$ cat src/rtl/gantry_gate_deadtime.sv
`default_nettype none
// =====================================================================
// Module   : gantry_gate_deadtime
// Purpose  : Dead-time insertion and shoot-through protection for the
//            three half-bridge legs of the gantry motor. Each leg runs
//            its own IDLE/DEAD/HI/LO state machine, so both switches of
//            a leg are never driven together. There is always at least
//            dead_time+1 idle cycles between one switch turning off and
//            the other switch turning on.
// Ports    : OPB_CLK    - bus clock. This is the only clock.
//            OPB_RST    - synchronous active-high reset.
//            PHASE_IN   - asynchronous commutation request. The pairs
//                         {5,4},{3,2},{1,0} are the {high,low} switches
//                         of legs A, B and C.
//            GATE_DI    - bus write data.
//            GATE_ADDR  - bus address. Only bits [2:0] are decoded.
//            GATE_WE    - single-cycle write strobe.
//            GATE_RE    - read strobe.
//            GATE_DO    - combinational read data. It is 0 when idle.
//            GATE_OUT   - protected gate drive. Same mapping as PHASE_IN.
//            GATE_FAULT - sticky shoot-through fault.
// Revision : 1.0 - initial release
// =====================================================================
module gantry_gate_deadtime #(
  parameter int DT_W = 8
) (
  input  logic        OPB_CLK,
  input  logic        OPB_RST,
  input  logic [5:0]  PHASE_IN,
  input  logic [31:0] GATE_DI,
  input  logic [31:0] GATE_ADDR,
  input  logic        GATE_WE,
  input  logic        GATE_RE,
  output logic [31:0] GATE_DO,
  output logic [5:0]  GATE_OUT,
  output logic        GATE_FAULT
);

  localparam logic [1:0]      ST_IDLE  = 2'd0;
  localparam logic [1:0]      ST_DEAD  = 2'd1;
  localparam logic [1:0]      ST_HI    = 2'd2;
  localparam logic [1:0]      ST_LO    = 2'd3;
  localparam logic [DT_W-1:0] DT_RESET = DT_W'(16);

  logic [5:0]      sync1_d, sync1_q;
  logic [5:0]      phase_s_d, phase_s_q;
  logic [DT_W-1:0] dead_time_d, dead_time_q;
  logic            enable_d, enable_q;
  logic            fault_d, fault_q;
  logic            wr_dt, wr_ctl, shoot, force_idle;
  logic [5:0]      leg_code;    // {C,B,A} state codes
  logic            unused_bits;

  assign unused_bits = ^{GATE_ADDR[31:3], GATE_DI[31:DT_W]};

  // Control registers and the shoot-through detector
  always_comb begin
    sync1_d   = PHASE_IN;
    phase_s_d = sync1_q;
    wr_dt     = GATE_WE && (GATE_ADDR[2:0] == 3'd1);
    wr_ctl    = GATE_WE && (GATE_ADDR[2:0] == 3'd2);

    dead_time_d = wr_dt  ? GATE_DI[DT_W-1:0] : dead_time_q;
    enable_d    = wr_ctl ? GATE_DI[0]        : enable_q;

    shoot = (phase_s_q[5] & phase_s_q[4]) |
            (phase_s_q[3] & phase_s_q[2]) |
            (phase_s_q[1] & phase_s_q[0]);

    // A new shoot-through request beats a simultaneous clear
    fault_d = shoot | (fault_q & ~(wr_ctl & GATE_DI[1]));

    // Use next-state values so the gates drop on the same edge that
    // raises the fault or applies the disabling write.
    force_idle = fault_d | ~enable_d;
  end

  always_ff @(posedge OPB_CLK) begin
    if (OPB_RST) begin
      sync1_q     <= '0;
      phase_s_q   <= '0;
      dead_time_q <= DT_RESET;
      enable_q    <= 1'b0;
      fault_q     <= 1'b0;
    end else begin
      sync1_q     <= sync1_d;
      phase_s_q   <= phase_s_d;
      dead_time_q <= dead_time_d;
      enable_q    <= enable_d;
      fault_q     <= fault_d;
    end
  end

  // Per-leg dead-time state machines. g = 0 is leg C, g = 2 is leg A.
  for (genvar g = 0; g < 3; g++) begin : g_leg
    logic [1:0]      req;
    logic [1:0]      state_d, state_q;
    logic [DT_W-1:0] cnt_d, cnt_q;
    logic [1:0]      drive_d, drive_q;

    assign req = phase_s_q[2*g +: 2];

    always_comb begin
      state_d = state_q;
      cnt_d   = cnt_q;
      if (force_idle) begin
        state_d = ST_IDLE;
        cnt_d   = '0;
      end else begin
        case (state_q)
          ST_IDLE: begin
            if (req == 2'b10 || req == 2'b01) begin
              state_d = ST_DEAD;
              cnt_d   = dead_time_q;
            end
          end
          ST_HI: begin
            if (req != 2'b10) begin
              state_d = ST_DEAD;
              cnt_d   = dead_time_q;
            end
          end
          ST_LO: begin
            if (req != 2'b01) begin
              state_d = ST_DEAD;
              cnt_d   = dead_time_q;
            end
          end
          ST_DEAD: begin
            // The count loaded at entry always runs to completion.
            // After that, an 11 request holds the leg here until the
            // fault forces it to IDLE.
            if (cnt_q != '0) begin
              cnt_d = cnt_q - DT_W'(1);
            end else if (req == 2'b10) begin
              state_d = ST_HI;
            end else if (req == 2'b01) begin
              state_d = ST_LO;
            end else if (req == 2'b00) begin
              state_d = ST_IDLE;
            end
          end
          default: state_d = ST_IDLE;
        endcase
      end
      // The drive is registered from the next state, so the gates
      // change on the same edge as the state.
      drive_d = {state_d == ST_HI, state_d == ST_LO};
    end

    always_ff @(posedge OPB_CLK) begin
      if (OPB_RST) begin
        state_q <= ST_IDLE;
        cnt_q   <= '0;
        drive_q <= 2'b00;
      end else begin
        state_q <= state_d;
        cnt_q   <= cnt_d;
        drive_q <= drive_d;
      end
    end

    assign GATE_OUT[2*g +: 2]     = drive_q;
    assign leg_code[4-2*g +: 2]   = state_q;
  end

  assign GATE_FAULT = fault_q;

  // Read mux
  always_comb begin
    GATE_DO = '0;
    if (GATE_RE) begin
      case (GATE_ADDR[2:0])
        3'd1:    GATE_DO = 32'(dead_time_q);
        3'd2:    GATE_DO = {30'b0, fault_q, enable_q};
        3'd3:    GATE_DO = {20'b0, leg_code, GATE_OUT};
        default: GATE_DO = '0;
      endcase
    end
  end

endmodule
`default_nettype wire
$ cat config.mk
export PLATFORM = sky130hd
export DESIGN_NAME = gantry_gate_deadtime
export DESIGN_NICKNAME = d
export VERILOG_FILES = /design/src/rtl/gantry_gate_deadtime.sv
export SDC_FILE = /design/constraint.sdc
export NUM_CORES = 1
export LEC_CHECK = 0
export CAP_MARGIN = 20
export CORE_MARGIN = 1.5
export CORE_UTILIZATION = 35
export DETAILED_ROUTE_END_ITERATION = 12
export PLACE_DENSITY_LB_ADDON = 0.25
export SLEW_MARGIN = 20
export SYNTH_ARGS = -nofsm -noshare
export SYNTH_HDL_FRONTEND = slang
export SYNTH_SLANG_ARGS = --single-unit
$ cat constraint.sdc
create_clock -name OPB_CLK -period 2.4 [get_ports OPB_CLK]
set_input_delay 0.72 -clock OPB_CLK [delete_from_list [all_inputs] [get_ports OPB_CLK]]
set_output_delay 0.72 -clock OPB_CLK [all_outputs]
set_load 0.005 [all_outputs]
==> results of run 1 <==
-- layer usage --
| metal | share of wire, % | global-route usage, % | up-vias | wire length, um |
|---|---|---|---|---|
| met4 | 4.2 | 10.62 | 0 | 352 |
| met3 | 3.3 | 3.092 | 21 | 278 |
| li1 | - | - | 1487 | - |
| met1 | 47 | 22.57 | 1381 | 3873 |
| met5 | 0 | 0 | - | 0 |
| met2 | 46 | 28.50 | 79 | 3824 |
-- layout make-up --
cell class,instances,share of cell area [%]
clock buffers,11,3.202
clock inverters,5,1.342
inverters,18,1.647
multi-input cells,310,46.90
flip-flops and latches,58,28.30
well taps,111,3.385
repair buffers,70,15.22
-- power groups by stage --
stage          registers [mW]  clock network, mW  logic, mW
2_1_floorplan            1.01                  0      0.125
3_3_place_gp             1.01                  0      0.191
3_5_place_dp             1.01                  0      0.194
4_1_cts                 0.990              0.891      0.202
5_1_grt                 0.991              0.940      0.223
6_report                0.990              0.877      0.203
-- cell usage in the layout (no fill, tap or decap), types with 3 or more instances in the layout --
| cell | n |
|---|---|
| dfxtp_1 | 58 |
| nand2b_1 | 9 |
| a21o_1 | 4 |
| a22oi_1 | 4 |
| or3_1 | 5 |
| nor3b_1 | 3 |
| buf_4 | 27 |
| o22ai_1 | 4 |
| mux2_2 | 6 |
| nor2b_1 | 21 |
| buf_2 | 3 |
| o31ai_1 | 4 |
| nand2_1 | 39 |
| nand3_1 | 11 |
| nor3_1 | 5 |
| nor4_1 | 3 |
| and3_1 | 4 |
| conb_1 | 20 |
| o21a_1 | 3 |
| ha_1 | 12 |
| clkdlybuf4s15_1 | 7 |
| mux2i_1 | 19 |
| clkdlybuf4s50_1 | 23 |
| a21oi_1 | 30 |
| buf_6 | 4 |
| inv_1 | 18 |
| nor2_1 | 42 |
| o21ai_0 | 27 |
| clkbuf_8 | 9 |
| o211ai_1 | 3 |
-- through the flow --
stage | power, mW | hold slack, ns
after floorplan | 1.133 | 0.4138
after detailed placement | 1.206 | 0.4212
after global routing | 2.155 | 0.4597
after CTS | 2.083 | 0.4363
after global placement | 1.203 | 0.4191
final | 2.070 | 0.4346
-- sequential cells by signal, summed over array words and instances (netlist names) --
register	flops
GATE_FAULT	1
dead_time_q	8
enable_q	1
g_leg.cnt_q	24
g_leg.drive_q	6
g_leg.state_q	6
phase_s_d	6
phase_s_q	6
-- worst max-delay path, cell delays in order --
cell	delay [ns]
clkdlybuf4s15_1	0.18
nand2b_4	0.15
or2_4	0.27
buf_6	0.13
nor2_1	0.07
buf_2	0.12
-- how the worst max path moves through the flow --
| stage | start | end | slack (ns) | depth (start not counted) |
|---|---|---|---|---|
| 6_report | GATE_ADDR[2] | GATE_DO[3] | 0.04 | 6 |
| 5_1_grt | GATE_ADDR[2] | GATE_DO[3] | 0.0003 | 6 |
| 4_1_cts | GATE_ADDR[0] | GATE_DO[0] | 0.01 | 6 |
| 3_5_place_dp | GATE_ADDR[2] | GATE_DO[4] | -0.65 | 5 |
| 3_3_place_gp | GATE_ADDR[2] | GATE_DO[4] | -0.65 | 5 |
| 2_1_floorplan | GATE_ADDR[2] | g_leg[0].drive_q[0] | 0.24 | 5 |
-- logic make-up after synthesis --
family                   after synthesis
XOR/XNOR                               2
AND/OR/NAND/NOR                      160
multiplexers                          25
AO/OA/AOI/OAI                         91
buffers and inverters                 55
adder cells (fa/ha/maj)               12
flip-flops                            58
other                                  1
-- repair_timing --
item                       in CTS  in global routing
buffers inserted                2                  0
setup endpoints to repair      46                 15
gates resized for setup        50                  6
pin swaps                       8                  4
==> results.json, run 1 <==
{
  "n_fill_cell": 927,
  "min_to": "phase_s_q[3]",
  "nets": 553,
  "coreArea_um2": 9153,
  "synthSimpleGateAreaFrac_pct": 25.12,
  "grt_pass1_vias": 2819,
  "worstReg2RegEnd": "g_leg[0].drive_q[0]",
  "cts-root-buf": "clkbuf_8",
  "overflow": 0,
  "vias": 2968,
  "r2r_slack_ns": 0.26,
  "cts_buffer_depth": 2,
  "synth_cell_types": 50,
  "rows": 35,
  "end_kind": "primary output",
  "first_pass_iters": 4,
  "sw_frac_of_total_pct": 25.04,
  "hold_path_startpoint": "phase_s_d[3]",
  "placed_area_um2": 3880,
  "antenna_left": 0,
  "synth_ff_type": "dfxtp_1",
  "fin_crit_ns": 2.357,
  "cts_tree": "built",
  "stdcell_count": 583,
  "grt_start_max_net_pins": 22,
  "max_freq_mhz": 424.3,
  "grt_usage_pct": 17.84,
  "ff2ff_path_depth": 7,
  "pwr-share-seq_pct": 47.8,
  "routed_wirelength_um": 8329,
  "outcome": "finished clean",
  "io_buffer_count": 39,
  "power.density_nw_per_um2": 504.5,
  "slew_violations": 0,
  "synth_largest_area_cell": "dfxtp_1",
  "clkTransAtPathRegs_ns": 0.06,
  "cap_violations": 0,
  "start_util_pct": 35.60,
  "synth-compound-area-share_pct": 17.40,
  "diodes": 0,
  "synth.area.top_cells": "dfxtp_1 36%, mux2i_1 5.8%, nor2_1 5.1%",
  "drive_above_1_share_pct": 15.68,
  "ios": 113,
  "synth-edff-count": 0,
  "fin_util_pct": 44.83,
  "ys_top_cells_by_count": "58 x dfxtp_1, 44 x nor2_1, 39 x nand2_1, 30 x a21oi_1, 27 x o21ai_0",
  "die_area_um2": 9896,
  "synth_most_common_cell": "dfxtp_1",
  "setup_viol": 0,
  "critPathMaxFanout": 5,
  "syn_inst": 404,
  "synth-seq-area-share_pct": 35.64,
  "area_growth_syn_to_layout_pct": 25.92,
  "synth_fa_ha_area_share_pct": 4.608,
  "synthArstFlopShare_pct": 0,
  "whs_path_depth": 1,
  "grt_pass1_wl_um": 13760,
  "min_period_over_period_pct": 98.19,
  "rsz0062_at_grt": "no",
  "clock_sinks": 58,
  "p_leak_nw": 1.602,
  "htree_levels": 3,
  "slew_headroom_pct": 49.03,
  "fin_ws_ns": 0.04345,
  "vias_per_cell": 5.091,
  "ys_ff_latch": 58,
  "synth_top_area_share_pct": 35.64,
  "antenna_found_initial": 0,
  "final_cell_area_um2": 4103,
  "dpl.hpwl_um": 6051,
  "critical_path_arrival_ns": 1.64,
  "drt_iter0_markers": 116,
  "regArea_um2": 1161,
  "synthMuxAreaShare_pct": 7.911,
  "p_comb_share_pct": 9.8,
  "finalSetupTns_ns": 0,
  "insertion_delay_ns": 0.34,
  "min_path_type": "flip-flop to flip-flop",
  "synth_top_family_by_area": "simple AND/OR/NAND/NOR gates",
  "yosys.area_share.xor_xnor_pct": 0.5376,
  "drcViolationCount": 0,
  "worst_pin_slew_ns": 0.7576,
  "cts_buffers": 9,
  "post-place-ws_ns": -0.6545,
  "syn_area_um2": 3258,
  "ir_worst_vdd_uv": 489.3,
  "r2r_start": "g_leg[0].cnt_q[0]",
  "required_ns": 1.68,
  "multi_input_area_um2": 1924,
  "hold_viol": 0,
  "power.share.clock_pct": 42.4,
  "fp.dieH_um": 99.48,
  "start_kind": "primary input",
  "syn_avg_cell_area_um2": 8.065,
  "ctsHoldBuffers": 0,
  "skew_ns": 0.01219,
  "critPathKind": "primary input to primary output",
  "gp_congestion": 0.8615,
  "ys_warn_count": 0,
  "p_sw_uw": 518.3,
  "die_w_um": 99.48,
  "route.detailed.wl_per_inst_um": 14.29,
  "internal-power_mw": 1.551,
  "dp.cells": 565
}
(Power assumes the default switching activity.)
==> inputs of run 2 (changes only) <==
- CELL_PAD_IN_SITES_DETAIL_PLACEMENT: not set -> 2
- CELL_PAD_IN_SITES_GLOBAL_PLACEMENT: not set -> 2
- CORE_MARGIN: 1.5 -> not set
- CORE_UTILIZATION: 35 -> 25
- CTS_CLUSTER_SIZE: not set -> 30
==> results.json, run 2 (synthesis results as in run 1) <==
{
  "drive_above_1_share_pct": 17.76,
  "cp_top_family": "simple AND/OR/NAND/NOR gates",
  "slew_violations": 0,
  "io_buffer_count": 39,
  "ctsHoldBuffers": 0,
  "largestRegisters": "g_leg.cnt_q (24), dead_time_q (8)",
  "antenna_left": 0,
  "start_kind": "primary input",
  "outcome": "finished clean",
  "cap_violations": 0,
  "antenna_found_initial": 0,
  "r2r_slack_ns": 0.18,
  "fin_crit_ns": 2.366,
  "whs_path_depth": 1,
  "diodes": 0,
  "insertion_delay_ns": 0.33,
  "dpl.hpwl_um": 7815,
  "final_cell_mix": "58 x dfxtp_1, 39 x nor2_1, 39 x nand2_1",
  "coreArea_um2": 12670,
  "grt_pass1_vias": 3349,
  "stdcell_count": 645,
  "cp_slowest_stage_delay_ns": 0.50,
  "power.density_nw_per_um2": 607.8,
  "area_growth_syn_to_layout_pct": 32.53,
  "p_leak_nw": 1.673,
  "drcViolationCount": 0,
  "route.detailed.wl_per_inst_um": 16.75,
  "die_w_um": 116.2,
  "first_pass_iters": 4,
  "hold_viol": 0,
  "regMostFlops": "g_leg.cnt_q",
  "vias": 3012,
  "nets": 554,
  "start_util_pct": 25.71,
  "gp_congestion": 0.7250,
  "dp.cells": 626,
  "cts_buffers": 9,
  "vias_per_cell": 4.670,
  "rows": 41,
  "htree_levels": 3,
  "worst_pin_slew_ns": 0.6754,
  "rsz0062_at_grt": "no",
  "skew_ns": 0.007400,
  "min_period_over_period_pct": 98.58,
  "slowest_stage": "clkdlybuf4s50_1",
  "grt_pass1_wl_um": 17530,
  "die_area_um2": 13490,
  "critPathKind": "primary input to flip-flop",
  "max_freq_mhz": 422.7,
  "critPathBufInv": 1,
  "fp.dieH_um": 116.2,
  "ios": 113,
  "critical_path_arrival_ns": 2.63,
  "grt_usage_pct": 17.28,
  "worstReg2RegEnd": "g_leg[0].drive_q[1]",
  "largest_reg_flops": 24,
  "hold_path_startpoint": "phase_s_d[4]",
  "slew_headroom_pct": 54.50,
  "min_path_type": "flip-flop to flip-flop",
  "ir_worst_vdd_uv": 248.2,
  "required_ns": 2.66,
  "r2r_start": "g_leg[0].cnt_q[0]",
  "cts_tree": "built",
  "path_cells": "clkdlybuf4s50_1 > and4bb_1 > nand2_1 > a2111o_1 > or3_4 > nor2_1",
  "drt_iter0_markers": 61,
  "min_to": "phase_s_q[4]",
  "critPathMaxFanout": 3,
  "routed_wirelength_um": 10800,
  "fin_util_pct": 34.08,
  "grt_start_max_net_pins": 24,
  "ff2ff_path_depth": 7,
  "clkTransAtPathRegs_ns": 0.06,
  "cts_buffer_depth": 2,
  "end_kind": "flip-flop",
  "cts-root-buf": "clkbuf_16",
  "overflow": 0,
  "setup_viol": 0,
  "clock_sinks": 58,
  "final_common_cell": "dfxtp_1"
}
## run 2: cell count changes in the layout (fill, tap and decap cells not counted), moves of 2 or more
cell             before  now
buf_2                 3    7
buf_4                27   30
clkbuf_1              2    0
clkbuf_16             0    9
clkbuf_8              9    1
clkdlybuf4s15_1       7    5
nor2_1               42   39
nor2_2                0    2
## run 2: worst max-delay path by stage
stage                 startpoint                  end  slack [ns]  cells past startpoint
finish                   GATE_WE  g_leg[0].drive_q[1]        0.03                      6
global route             GATE_WE  g_leg[0].drive_q[1]      0.0004                      6
CTS                      GATE_RE           GATE_DO[4]      0.0006                      6
detailed placement  GATE_ADDR[1]           GATE_DO[1]       -0.74                      5
global placement    GATE_ADDR[2]           GATE_DO[3]       -0.72                      5
floorplan           GATE_ADDR[2]  g_leg[0].drive_q[0]        0.24                      5
## run 2: final cells by class
| class | instances | area (um2) |
|---|---|---|
| fillers | 1458 | 8353 |
| multi-input cells | 310 | 1951 |
| flip-flops and latches | 58 | 1161 |
| repair buffers | 71 | 595.6 |
| clock buffers | 10 | 239.0 |
| well taps | 172 | 215.2 |
| clock inverters | 6 | 88.84 |
| inverters | 18 | 67.56 |
## run 2: routing by layer
metal,global-route usage [%],up-vias,part of all wire (%)
li1,-,1487,-
met1,19.62,1471,43
met2,32.22,42,52
met3,3.114,12,2.8
met4,6.154,0,1.6
met5,0,-,0
## run 2: through the flow
stage / power, mW / worst slack, ns / instance area, um2 / hold WS, ns / TNS (ns)
floorplan: 1.133 / 0.2352 / 3329 / 0.4138 / 0
global placement: 1.206 / -0.7212 / 3944 / 0.4176 / -25.84
detailed placement: 1.213 / -0.7378 / 3944 / 0.4424 / -26.79
CTS: 2.660 / 0.0006392 / 4323 / 0.4580 / 0
global route: 2.725 / 0.0004192 / 4318 / 0.4599 / 0
finish: 2.625 / 0.03407 / 4318 / 0.4494 / 0
## run 2: timing repair
| action | in CTS | in global routing |
|---|---|---|
| resized for setup | 62 | 9 |
| pin swaps | 5 | 3 |
| buffers inserted | 3 | 0 |
| setup endpoints to repair | 48 | 14 |
## run 2: report_power, final
part	internal, mW	switching (mW)	total (mW)
registers	0.978	0.0143	0.992
clock network	0.938	0.485	1.42
logic	0.0976	0.112	0.209
==> inputs of run 3 (changes only) <==
- SLEW_MARGIN: 20 -> 10
==> results of run 3 <==
Same layout as run 2: the final DEF is identical, and so are final timing and power.
